==> src/rtl/core_seq_pkg.sv <==
// Shared types and sizing for the MAC-core sequencer.
package core_seq_pkg;

  localparam int DEPTH     = 32;
  localparam int ADDR_W    = $clog2(DEPTH);
  localparam int LEN_W     = ADDR_W + 1;
  localparam int FLUSH_LAT = 3;

  typedef enum logic [1:0] {
    OP_LOAD  = 2'd0,
    OP_RUN   = 2'd1,
    OP_DRAIN = 2'd2,
    OP_RSVD  = 2'd3
  } op_e;

  typedef enum logic [2:0] {
    ST_IDLE,
    ST_LOAD,
    ST_INIT,
    ST_RUN,
    ST_FLUSH,
    ST_DRAIN
  } state_e;

  // Zero length means one entry; anything past the matrix depth is capped.
  function automatic logic [LEN_W-1:0] clamp_len(input logic [LEN_W-1:0] len);
    if (len == '0) return LEN_W'(1);
    if (len > LEN_W'(DEPTH)) return LEN_W'(DEPTH);
    return len;
  endfunction

endpackage

==> src/rtl/core_seq_perf.sv <==
// Saturating busy/stall cycle counters for the sequencer; 1-cycle update latency.
module core_seq_perf (
  input  logic        clk,
  input  logic        reset,
  input  logic        busy,
  input  logic        stall,
  output logic [31:0] perf_busy,
  output logic [31:0] perf_stall
);

  always_ff @(posedge clk) begin
    if (reset) begin
      perf_busy  <= '0;
      perf_stall <= '0;
    end else begin
      if (busy && (perf_busy != '1)) perf_busy <= perf_busy + 32'd1;
      if (stall && (perf_stall != '1)) perf_stall <= perf_stall + 32'd1;
    end
  end

endmodule

==> src/rtl/core_seq.sv <==
// Sequencer driving LOAD/RUN/DRAIN on a chain of NCORE MAC cores; one command at a time.
// Optional perf counters are built when CORE_SEQ_PERF_EN is defined.
module core_seq
  import core_seq_pkg::*;
#(
  parameter int NCORE = 16
) (
  input  logic              clk,
  input  logic              reset,
  input  logic              cmd_valid,
  output logic              cmd_ready,
  input  logic [1:0]        cmd_op,
  input  logic [ADDR_W-1:0] cmd_base,
  input  logic [LEN_W-1:0]  cmd_len,
  input  logic              wr_valid,
  output logic              wr_ready,
  input  logic [63:0]       wr_data,
  input  logic              d_valid,
  output logic              d_ready,
  input  logic [31:0]       d_data,
  output logic              core_init,
  output logic              core_write,
  output logic              core_ws,
  output logic              core_exec,
  output logic              core_outr,
  output logic              core_update,
  output logic [ADDR_W-1:0] core_wa,
  output logic [ADDR_W-1:0] core_ra,
  output logic [63:0]       core_wd,
  output logic [31:0]       core_d,
  input  logic [31:0]       core_acc,
  output logic              res_valid,
  input  logic              res_ready,
  output logic [31:0]       res_data,
  output logic              busy
`ifdef CORE_SEQ_PERF_EN
  ,
  output logic [31:0]       perf_busy,
  output logic [31:0]       perf_stall
`endif
);

  localparam int K_W = (NCORE > 1) ? $clog2(NCORE) : 1;
  localparam logic [K_W-1:0] K_LAST = K_W'(NCORE - 1);

  state_e             state;
  logic [ADDR_W-1:0]  addr;
  logic [LEN_W-1:0]   len;
  logic [LEN_W-1:0]   cnt;
  logic [LEN_W-1:0]   cnt_nxt;
  logic               phase;
  logic [K_W-1:0]     kcnt;
  logic [63:0]        wd_q;
  logic [31:0]        d_q;

  logic load_fire;
  logic run_fire;
  logic drain_fire;

  assign cnt_nxt    = cnt + LEN_W'(1);
  assign load_fire  = (state == ST_LOAD) && !phase && wr_valid;
  assign run_fire   = (state == ST_RUN) && d_valid;
  assign drain_fire = (state == ST_DRAIN) && res_ready;

  assign cmd_ready  = (state == ST_IDLE);
  assign busy       = (state != ST_IDLE);
  assign wr_ready   = (state == ST_LOAD) && !phase;
  assign d_ready    = (state == ST_RUN);
  assign res_valid  = (state == ST_DRAIN);
  assign res_data   = core_acc;

  // The first half of a beat is written in its acceptance cycle, so the
  // bus shows the live beat then and the captured copy on the second half.
  assign core_write = load_fire || ((state == ST_LOAD) && phase);
  assign core_ws    = (state == ST_LOAD) && phase;
  assign core_wd    = load_fire ? wr_data : wd_q;
  assign core_wa    = addr;
  assign core_ra    = addr;
  assign core_init  = (state == ST_INIT);
  assign core_exec  = run_fire;
  assign core_d     = d_q;
  assign core_outr  = drain_fire;
  assign core_update = (state == ST_DRAIN) && (kcnt == '0);

  always_ff @(posedge clk) begin
    if (reset) begin
      state <= ST_IDLE;
      addr  <= '0;
      len   <= '0;
      cnt   <= '0;
      phase <= 1'b0;
      kcnt  <= '0;
      wd_q  <= '0;
      d_q   <= '0;
    end else begin
      case (state)
        ST_IDLE: begin
          if (cmd_valid) begin
            addr  <= cmd_base;
            len   <= clamp_len(cmd_len);
            cnt   <= '0;
            phase <= 1'b0;
            kcnt  <= '0;
            case (op_e'(cmd_op))
              OP_LOAD:  state <= ST_LOAD;
              OP_RUN:   state <= ST_INIT;
              OP_DRAIN: state <= ST_DRAIN;
              default:  state <= ST_IDLE;
            endcase
          end
        end

        ST_LOAD: begin
          if (phase) begin
            addr  <= addr + ADDR_W'(1);
            cnt   <= cnt_nxt;
            phase <= 1'b0;
            if (cnt_nxt == len) state <= ST_IDLE;
          end else if (wr_valid) begin
            wd_q <= wr_data;
            addr <= addr + ADDR_W'(1);
            cnt  <= cnt_nxt;
            // An odd length ends on the lower half of the last beat.
            if (cnt_nxt == len) begin
              state <= ST_IDLE;
            end else begin
              phase <= 1'b1;
            end
          end
        end

        ST_INIT: state <= ST_RUN;

        ST_RUN: begin
          if (d_valid) begin
            d_q  <= d_data;
            addr <= addr + ADDR_W'(1);
            cnt  <= cnt_nxt;
            if (cnt_nxt == len) begin
              state <= ST_FLUSH;
              cnt   <= '0;
            end
          end
        end

        ST_FLUSH: begin
          if (cnt == LEN_W'(FLUSH_LAT - 1)) begin
            state <= ST_IDLE;
            cnt   <= '0;
          end else begin
            cnt <= cnt_nxt;
          end
        end

        ST_DRAIN: begin
          if (res_ready) begin
            kcnt <= kcnt + K_W'(1);
            if (kcnt == K_LAST) begin
              state <= ST_IDLE;
              kcnt  <= '0;
            end
          end
        end

        default: state <= ST_IDLE;
      endcase
    end
  end

`ifdef CORE_SEQ_PERF_EN
  logic stall;

  // A second-half write cycle is not a stall: no beat is wanted then.
  assign stall = ((state == ST_LOAD) && !phase && !wr_valid) ||
                 ((state == ST_RUN) && !d_valid) ||
                 ((state == ST_DRAIN) && !res_ready);

  core_seq_perf u_perf (
    .clk        (clk),
    .reset      (reset),
    .busy       (busy),
    .stall      (stall),
    .perf_busy  (perf_busy),
    .perf_stall (perf_stall)
  );
`endif

endmodule

==> config.mk <==
export PLATFORM = sky130hd
export DESIGN_NAME = core_seq
export DESIGN_NICKNAME = d
export VERILOG_FILES = /design/src/rtl/core_seq_pkg.sv /design/src/rtl/core_seq_perf.sv /design/src/rtl/core_seq.sv
export SDC_FILE = /design/constraint.sdc
export NUM_CORES = 1
export LEC_CHECK = 0
export BUFFER_PORTS_ARGS = -buffer_cell sky130_fd_sc_hd__buf_2
export CORE_AREA = 2 2 114 116
export DETAILED_ROUTE_END_ITERATION = 12
export DIE_AREA = 0 0 116 118
export GPL_ROUTABILITY_DRIVEN = 0
export GPL_TIMING_DRIVEN = 1
export PLACE_DENSITY_LB_ADDON = 0.15
export SLEW_MARGIN = 20
export SYNTH_ARGS = -nofsm -noshare
export SYNTH_HDL_FRONTEND = slang
export SYNTH_SLANG_ARGS = --single-unit
==> constraint.sdc <==
create_clock -name clk -period 6.1 [get_ports clk]
set_input_delay 1.22 -clock clk [delete_from_list [all_inputs] [get_ports clk]]
set_output_delay 1.22 -clock clk [all_outputs]
set_load 0.005 [all_outputs]
==> flow_summary.ini <==
[run_status]
status = completed

[timing]
drv_slew = 0
finClkSkew_ns = 0.00903
setup_viol = 0
relSlewSlack = 0.343
fmax_ghz = 0.232
tightest_slew_ns = 0.985
tns_ns = 0
fin_crit_sh = 0.707
rsz0062_at_grt = false
timing.final.crit_period_ns = 4.32
hold_viol = 0

[clock_network]
clk_latency_ns = 0.41
postCtsResizedCells = 0
cts_buffer_depth = 2
htree_levels = 4
tritoncts = done
hold_buffers = 0
cts_buffers = 17
post_cts.repair.setup_buffers = 0
cts-root-buf = clkbuf_16
cts_sinks = 121
clk_pin_slew_worst_paths_ns = 0.05

[route]
drt-vias-per-instance = 4.85
wirelength_mm = 13.4
drt_iter0_markers = 198
drc_errors = 0
wl_per_cell_um = 14.0
via_count = 4666
drt-pass1-iter-count = 4
antenna_left = 0

[logic_synthesis]
syn-cell-area_sq_mm = 0.00566
yosysSeqAreaShare = 0.428
synth_seq_cells = 121
synth_ff_type = dfxtp_1
synth_edf_count = 0
avgSynthCellArea_sq_um = 9.47
synthArstFlopShare = 0
syn_inst = 598
yosysWarnings = 0
synth_nets = 750
synth_cell_type_count = 58

[final_layout]
multi_input_area_sq_mm = 0.00274
n_fill_cell = 1126
final_cell_count_no_fill = 962
area_growth_pct = 27.5
drive_gt1_frac = 0.415
diodes = 0
final_nets = 931
final_common_cell = buf_2
seq_area_sq_mm = 0.00242
final_cell_mix = buf_2 (231), dfxtp_1 (121), nand2_1 (93)

[pwr]
leakage_nw = 3.61
vdd_drop_max_mv = 0.211
powerDensity_mw_per_mm2 = 384

[placement]
dp.cells = 932
io_buffers = 231
dp_hpwl_mm = 9.67

[flow_run]
maxCapViolCount = 0

[grt]
grt_util_met3 = 0.0664
use_met1 = 0.232
busiest_layer = met2
grtUsageTotal = 0.196
globalRouteMet2Util = 0.326
grt_overflow = 0
first_global_vias = 4470
antenna_found_initial = 0
grt_pass1_wl_mm = 21.5
grt_max_degree = 53

[worst_setup_path]
endpoint_kind = output pin
critPathMaxFanout = 52
required_ns = 4.88
start_kind = register
critPathKind = reg2out
critPathArrivalTime_ns = 3.10

[floorplanning]
die_x_um = 116
fp.dieArea_sq_mm = 0.0137
core_sq_mm = 0.0124
rows = 41
io_pins = 296
start_util = 0.456
die_h_um = 118

[hold_path]
hold_class = reg2reg
-- routing by layer --
| metal | vias up | part of all wire |
|---|---|---|
| li1 | 2329 | - |
| met1 | 2128 | 0.43 |
| met2 | 189 | 0.47 |
| met3 | 20 | 0.084 |
| met4 | 0 | 0.013 |
| met5 | - | 0 |
-- layout make-up --
type,count,area share
multi-input cells,394,0.380
inverters,11,0.00572
repair buffers,234,0.163
clock buffers,22,0.0657
well taps,172,0.0298
flip-flops and latches,121,0.336
clock inverters,8,0.0199
-- flip-flops by register name, indices dropped and copies added, names as in the netlist --
signal   flops
core_ra      5
state        3
len          6
phase        1
wd_q        64
core_d      32
cnt          6
kcnt         4
-- cells in the mapped netlist, types with 2 or more instances --
cell / instances / area (sq um)
mux2_2: 14 / 158
dfxtp_1: 121 / 2420
nor2_1: 24 / 90.1
nand2_1: 94 / 353
ha_1: 5 / 62.6
a21boi_1: 2 / 15.0
mux2_1: 12 / 135
a2bb2oi_1: 2 / 17.5
nor2b_1: 2 / 12.5
mux2_4: 38 / 571
nand3_1: 11 / 55.1
o21a_1: 2 / 15.0
a211o_1: 2 / 17.5
and3_1: 4 / 25.0
o21ai_1: 2 / 10.0
and2_1: 66 / 413
a21oi_1: 50 / 250
or3_1: 2 / 12.5
nand3b_1: 2 / 15.0
buf_2: 9 / 45.0
inv_1: 11 / 41.3
nor3_1: 4 / 20.0
nor3b_1: 5 / 37.5
nor3_2: 2 / 20.0
o21ai_0: 5 / 25.0
a31oi_1: 4 / 25.0
clkbuf_1: 19 / 71.3
buf_6: 5 / 56.3
nor4_1: 3 / 18.8
xor2_1: 4 / 35.0
xnor2_1: 3 / 26.3
a41oi_1: 2 / 17.5
buf_4: 38 / 285
nand2b_1: 5 / 31.3
-- worst paths after layout --
| path | start | endpoint | slack (ns) | cells after the start |
|---|---|---|---|---|
| setup / recovery | state[0] | core_wd[4] | 1.78 | 6 |
| hold / removal | core_d[11] | core_d[11] | 0.45 | 2 |
| setup reg to reg | state[0] | wd_q[63] | 3.27 | 6 |
| hold reg to reg | core_d[11] | core_d[11] | 0.45 | 2 |
-- power by group --
group / internal, W / switching, W / leakage (nW)
sequential: 0.000876 / 0.0000721 / 0.981
combinational: 0.000407 / 0.000373 / 2.32
clock: 0.000709 / 0.000332 / 0.306
-- per-stage QoR --
step	hold slack (ns)	setup WS, ns	total power [W]	instance area, sq um	utilization
after global routing	0.469	1.52	0.00293	7220	0.582
after floorplan	0.450	2.93	0.00152	5660	-
after detailed placement	0.444	2.01	0.00174	6600	0.532
final	0.451	1.78	0.00277	7220	0.582
after global placement	0.439	2.04	0.00173	6600	0.532
after CTS	0.451	1.73	0.00280	7220	0.582
-- cell families (layout without fill, tap and decap cells) --
logic type                 count (synthesis)  after routing  share of synthesized area
muxes                                     65             65                      0.154
and+or+nand+nor                          230            230                      0.205
adders and majority gates                  5              5                     0.0110
DFF                                      121            121                      0.428
xor gates and xnor gates                   8              8                     0.0137
AOI/OAI and AO/OA                         86             86                     0.0992
buffers and inverters                     83            275                     0.0888
-- worst max-delay path, cell delays in order (launching register included) --
cell	delay [ns]
dfxtp_1	0.71
nand2b_2	0.31
nor3_2	0.27
nand2_4	0.45
buf_4	0.43
mux2_1	0.35
buf_2	0.13
No activity file was read; power rests on OpenSTA's default activity.
